**src/rtl/decode.sv**
```systemverilog
// Instruction decode stage: register file with write-through bypass, control decode,
// branch/jump resolution with a one-slot squash, and the ID/EX pipeline register.
module decode (
   input  logic        clock,
   input  logic        reset,
   input  logic [31:0] if_id_instruc,
   input  logic [31:0] if_id_nextpc,
   input  logic        ex_if_stall,
   input  logic        wb_id_regwrite,
   input  logic [4:0]  wb_id_writereg,
   input  logic [31:0] wb_id_writedata,
   output logic        id_if_selpcsource,
   output logic [1:0]  id_if_selpctype,
   output logic [31:0] id_if_rega,
   output logic [31:0] id_if_pcimd2ext,
   output logic [31:0] id_if_pcindex,
   output logic [31:0] id_ex_rega,
   output logic [31:0] id_ex_regb,
   output logic [31:0] id_ex_imedext,
   output logic [4:0]  id_ex_regdest,
   output logic [2:0]  id_ex_aluop,
   output logic        id_ex_alusrc,
   output logic        id_ex_regwrite,
   output logic        id_ex_memread,
   output logic        id_ex_memwrite
);

   typedef enum logic [2:0] {
      ALU_ADD = 3'b000,
      ALU_SUB = 3'b001,
      ALU_AND = 3'b010,
      ALU_OR  = 3'b011,
      ALU_SLT = 3'b100
   } alu_op_e;

   logic [31:0] regs [32];
   logic        squash;

   logic [5:0]  opcode, funct;
   logic [4:0]  rs, rt, rd;
   logic [15:0] imm;
   logic [31:0] rs_val, rt_val, imm_ext;
   logic        unused_shamt;

   assign opcode       = if_id_instruc[31:26];
   assign rs           = if_id_instruc[25:21];
   assign rt           = if_id_instruc[20:16];
   assign rd           = if_id_instruc[15:11];
   assign funct        = if_id_instruc[5:0];
   assign imm          = if_id_instruc[15:0];
   assign imm_ext      = {{16{imm[15]}}, imm};
   assign unused_shamt = ^if_id_instruc[10:6];

   always_ff @(posedge clock or negedge reset) begin
      if (!reset) begin
         for (int i = 0; i < 32; i++) regs[i] <= '0;
      end else if (wb_id_regwrite && wb_id_writereg != 5'd0) begin
         regs[wb_id_writereg] <= wb_id_writedata;
      end
   end

   // A writeback landing this cycle must be visible to the instruction being decoded now.
   always_comb begin
      rs_val = regs[rs];
      rt_val = regs[rt];
      if (rs == 5'd0) rs_val = '0;
      else if (wb_id_regwrite && wb_id_writereg == rs) rs_val = wb_id_writedata;
      if (rt == 5'd0) rt_val = '0;
      else if (wb_id_regwrite && wb_id_writereg == rt) rt_val = wb_id_writedata;
   end

   logic       keep, redirect_raw, redirect_req, r_arith;
   logic [1:0] pc_type;
   alu_op_e    dec_aluop;
   logic [4:0] dec_regdest;
   logic       dec_alusrc, dec_regwrite, dec_memread, dec_memwrite;

   always_comb begin
      keep         = 1'b0;
      redirect_raw = 1'b0;
      pc_type      = 2'b00;
      r_arith      = 1'b0;
      dec_aluop    = ALU_ADD;
      dec_regdest  = 5'd0;
      dec_alusrc   = 1'b0;
      dec_regwrite = 1'b0;
      dec_memread  = 1'b0;
      dec_memwrite = 1'b0;
      case (opcode)
         6'h00: begin
            case (funct)
               6'h20: begin r_arith = 1'b1; dec_aluop = ALU_ADD; end
               6'h22: begin r_arith = 1'b1; dec_aluop = ALU_SUB; end
               6'h24: begin r_arith = 1'b1; dec_aluop = ALU_AND; end
               6'h25: begin r_arith = 1'b1; dec_aluop = ALU_OR;  end
               6'h2A: begin r_arith = 1'b1; dec_aluop = ALU_SLT; end
               6'h08: begin redirect_raw = 1'b1; pc_type = 2'b01; end
               default: begin redirect_raw = 1'b1; pc_type = 2'b11; end
            endcase
            if (r_arith) begin
               keep         = 1'b1;
               dec_regdest  = rd;
               dec_regwrite = 1'b1;
            end
         end
         6'h23: begin
            keep = 1'b1; dec_alusrc = 1'b1; dec_memread = 1'b1;
            dec_regwrite = 1'b1; dec_regdest = rt;
         end
         6'h2B: begin
            keep = 1'b1; dec_alusrc = 1'b1; dec_memwrite = 1'b1; dec_regdest = rt;
         end
         6'h08: begin
            keep = 1'b1; dec_alusrc = 1'b1; dec_regwrite = 1'b1; dec_regdest = rt;
         end
         6'h04: redirect_raw = (rs_val == rt_val);
         6'h05: redirect_raw = (rs_val != rt_val);
         6'h02: begin redirect_raw = 1'b1; pc_type = 2'b10; end
         default: begin redirect_raw = 1'b1; pc_type = 2'b11; end
      endcase
   end

   // The slot behind a taken redirect is wrong-path: it neither redirects nor issues.
   assign redirect_req      = redirect_raw & ~squash;
   assign id_if_selpcsource = redirect_req & ~ex_if_stall;
   assign id_if_selpctype   = redirect_req ? pc_type : 2'b00;
   assign id_if_rega        = rs_val;
   assign id_if_pcimd2ext   = if_id_nextpc + {imm_ext[29:0], 2'b00};
   assign id_if_pcindex     = {if_id_nextpc[31:28], if_id_instruc[25:0], 2'b00};

   always_ff @(posedge clock or negedge reset) begin
      if (!reset) begin
         squash         <= 1'b0;
         id_ex_rega     <= '0;
         id_ex_regb     <= '0;
         id_ex_imedext  <= '0;
         id_ex_regdest  <= '0;
         id_ex_aluop    <= '0;
         id_ex_alusrc   <= 1'b0;
         id_ex_regwrite <= 1'b0;
         id_ex_memread  <= 1'b0;
         id_ex_memwrite <= 1'b0;
      end else if (!ex_if_stall) begin
         squash <= id_if_selpcsource;
         if (keep && !squash) begin
            id_ex_rega     <= rs_val;
            id_ex_regb     <= rt_val;
            id_ex_imedext  <= imm_ext;
            id_ex_regdest  <= dec_regdest;
            id_ex_aluop    <= dec_aluop;
            id_ex_alusrc   <= dec_alusrc;
            id_ex_regwrite <= dec_regwrite;
            id_ex_memread  <= dec_memread;
            id_ex_memwrite <= dec_memwrite;
         end else begin
            id_ex_rega     <= '0;
            id_ex_regb     <= '0;
            id_ex_imedext  <= '0;
            id_ex_regdest  <= '0;
            id_ex_aluop    <= '0;
            id_ex_alusrc   <= 1'b0;
            id_ex_regwrite <= 1'b0;
            id_ex_memread  <= 1'b0;
            id_ex_memwrite <= 1'b0;
         end
      end
   end

endmodule

```
**config.mk**
```make
export PLATFORM = sky130hd
export DESIGN_NAME = decode
export DESIGN_NICKNAME = d
export VERILOG_FILES = /design/src/rtl/decode.sv
export SDC_FILE = /design/constraint.sdc
export NUM_CORES = 2
export LEC_CHECK = 0
export CORE_UTILIZATION = 30
export DETAILED_ROUTE_END_ITERATION = 8
export SLEW_MARGIN = 20
export SYNTH_ARGS = -nofsm -noshare
export SYNTH_HDL_FRONTEND = slang
export SYNTH_SLANG_ARGS = --single-unit
```
**constraint.sdc**
```tcl
create_clock -name clock -period 14.9 [get_ports clock]
set_input_delay 4.47 -clock clock [delete_from_list [all_inputs] [get_ports clock]]
set_output_delay 4.47 -clock clock [all_outputs]
set_load 0.005 [all_outputs]
```
==> out/results.ini <==
[sta]
slew_viol_final=0
hold_viol=0
fin_crit_ns=14.65
hold-worst-slack_ns=0.3949
worst_pin_slew_ns=1.241
fin_setup_tns_ns=0
clock.fmax_mhz=68.28
relSlewSlack_pct=16.98
finalSetupViolations=0
fin_crit_sh_pct=98.29
grt_setup_unrepaired=false
finalClockSkew_ns=0.05351
worst_slack_ns=0.2547

[route]
ant_nets=0
vias=43050
first_pass_iters=6
vias_per_cell=5.928
avgRoutedWirePerCell_um=32.07
drtIter0Drc=5208
drt_wl_total_um=232900
drc_errors=0

[place]
dp_hpwl_um=151100
dpl-instance-area_mm2=0.06698
portBuffers=305
gp_congestion=0.9311
place_ws_ns=0.4741

[clock_network]
post_cts_resized=0
cts_tree=built
cts_root_buf=clkbuf_16
cts_sinks=1117
cts_max_level=4
post_cts_buffers=0
clkTransAtPathRegs_ns=0.06
postCtsHoldBufs=0
cts_inserted_buffers=130
clk_latency_ns=0.80
clk_path_buf_depth=3

[logic_synthesis]
synth_top_family_by_area=multiplexers
yosys_warnings=0
synth-seq-cells=1117
syn_area_per_cell_um2=14.13
synthArstFlopShare_pct=100.0
syn_inst=4313
yosysSeqAreaShare_pct=45.88
synth_flop_cell=dfrtp_1
synthSimpleGateAreaFrac_pct=3.773
yosys.area_share.xor_xnor_pct=0.8051
netlist.area_leader.share_pct=45.88
synthMuxAreaShare_pct=38.60
synth_fa_ha_area_share_pct=0.6284
ys_types=85
syn_area_mm2=0.06092
synth_edf_count=0
yosys.area.top_type=dfrtp_1
yosys-top-cells-area=dfrtp_1 (46%), mux4_2 (18%), mux2_2 (18%)
synth_compound_area_share_pct=5.976

[setup_path]
worstPathRequired_ns=10.43
worstSetupPathType=in -> out
critPathArrivalTime_ns=10.18
cp_max_fo=15
crit_slowest_cell=a41oi_1
path_cells=clkdlybuf4s50_1 -> buf_4 -> inv_1 -> and3_1 -> or4_1 -> a41oi_1 -> xnor2_1 -> nor4_1 -> nand4b_1 -> nor4_2 -> buf_4 -> xnor2_1 -> o41ai_1 -> clkdlybuf4s50_1
crit_path_end_kind=primary output
cp-start-kind=input pin
slowest_delay_ns=0.86

[run_status]
outcome=complete, no violations

[global_route]
grt_overflow=0
grt_max_degree=166
grt_pass1_wl_um=330500
grt_pass1_vias=42780
grt_usage_pct=22.47
antenna_found_initial=15

[floorplanning]
die_h_um=452.6
io_pins=312
dieArea_mm2=0.2049
row_count=165
die_x_um=452.6
start_util_pct=30.17
core-area_mm2=0.2019

[finish]
final_common_cell=dfrtp_1
drive_above_1_share_pct=42.95
final_cell_mix=dfrtp_1 (1,117), mux2_2 (968), mux4_2 (496)
finish.utilization_pct=35.42
design_area_mm2=0.07151
area_growth_pct=17.38
finalNetCount=4622

[pwr]
max-vdd-ir-drop_v=0.0001208
powerDensity_mw_per_mm2=132.4
power.leakage_nw=30.10

[flow_run]
max-cap-violations=0

[hold_path]
hold_path_class=reg -> reg

[cells by family (layout without fill, tap and decap cells)]
logic type / Yosys count / count (layout)
DFF: 1117 / 1117
xor gates and xnor gates: 56 / 56
muxes: 1599 / 1599
buffers and inverters: 519 / 792
and+or+nand+nor: 473 / 473
AOI/OAI and AO/OA: 518 / 518
adders and majority gates: 30 / 30
other: 1 / 6
[synth_stat cells, types with 43 or more instances]
cell and instances:
dfrtp_1 1117, mux2_2 968, mux4_2 496, clkbuf_1 300
nand2_1 171, mux2i_1 129, o21ai_0 107, a22oi_1 88
nor2_1 88, buf_4 78, a21oi_1 71, a22o_1 65
buf_2 64, xnor2_1 43
[where the power goes]
| part | internal (mW) | leakage [nW] | switching, mW |
|---|---|---|---|
| clock | 1.97 | 2.21 | 1.43 |
| combinational | 1.16 | 13.5 | 0.957 |
| sequential | 3.57 | 14.4 | 0.391 |
[metal layers]
metal  routed length [µm]  part of all wire, %  track usage (%)  vias to the layer above
met5                   92                0.039                0                        -
met4                14210                  6.1            12.12                       16
met3                21090                  9.1            4.975                      585
met2               106800                   46            34.91                     2488
met1                90770                   39            29.12                    23060
li1                     -                    -                -                    16900
[flip-flops by register name, summed over array words and instances (netlist names), 3 cells and up]
name	count
id_ex_aluop	3
id_ex_regdest	5
id_ex_imedext	16
id_ex_rega	32
id_ex_regb	32
regs	1024
[critical path, delay by kind of cell]
kind	cells	cell delay, ns
AND/OR/NAND/NOR	5	2.14
XOR/XNOR	2	0.30
AO/OA/AOI/OAI	2	1.21
buffers and inverters	5	2.00
[area by class of cell]
| cell class | instances | area (µm²) |
|---|---|---|
| timing repair buffer | 526 | 5016 |
| tap | 2672 | 3343 |
| inverter | 34 | 127.6 |
| multi-input combinational | 2678 | 30530 |
| clock inverter | 44 | 752.0 |
| fill | 19320 | 130400 |
| clock buffer | 188 | 3781 |
| antenna | 4 | 10.01 |
| sequential | 1117 | 27950 |
[final timing paths]
check / from / end / slack [ns] / cells after the start
max: if_id_instruc[24] / id_if_selpcsource / 0.25 / 14
min: regs[1004] / regs[1004] / 0.39 / 0
max reg2reg: regs[34] / squash / 10.76 / 13
min reg2reg: regs[1004] / regs[1004] / 0.39 / 0
max in group asynchronous: reset / regs[1003] / 8.27 / 4
min in group asynchronous: reset / id_ex_imedext[5] / 3.64 / 1
[metrics by stage]
stage               power (mW)  std cells
CTS                      9.477       7259
global route             9.808       7262
finish                   9.466       7263
global placement         6.016       7026
floorplan                5.263       4314
detailed placement       6.085       7027
No activity file was read; power rests on OpenSTA's default activity.
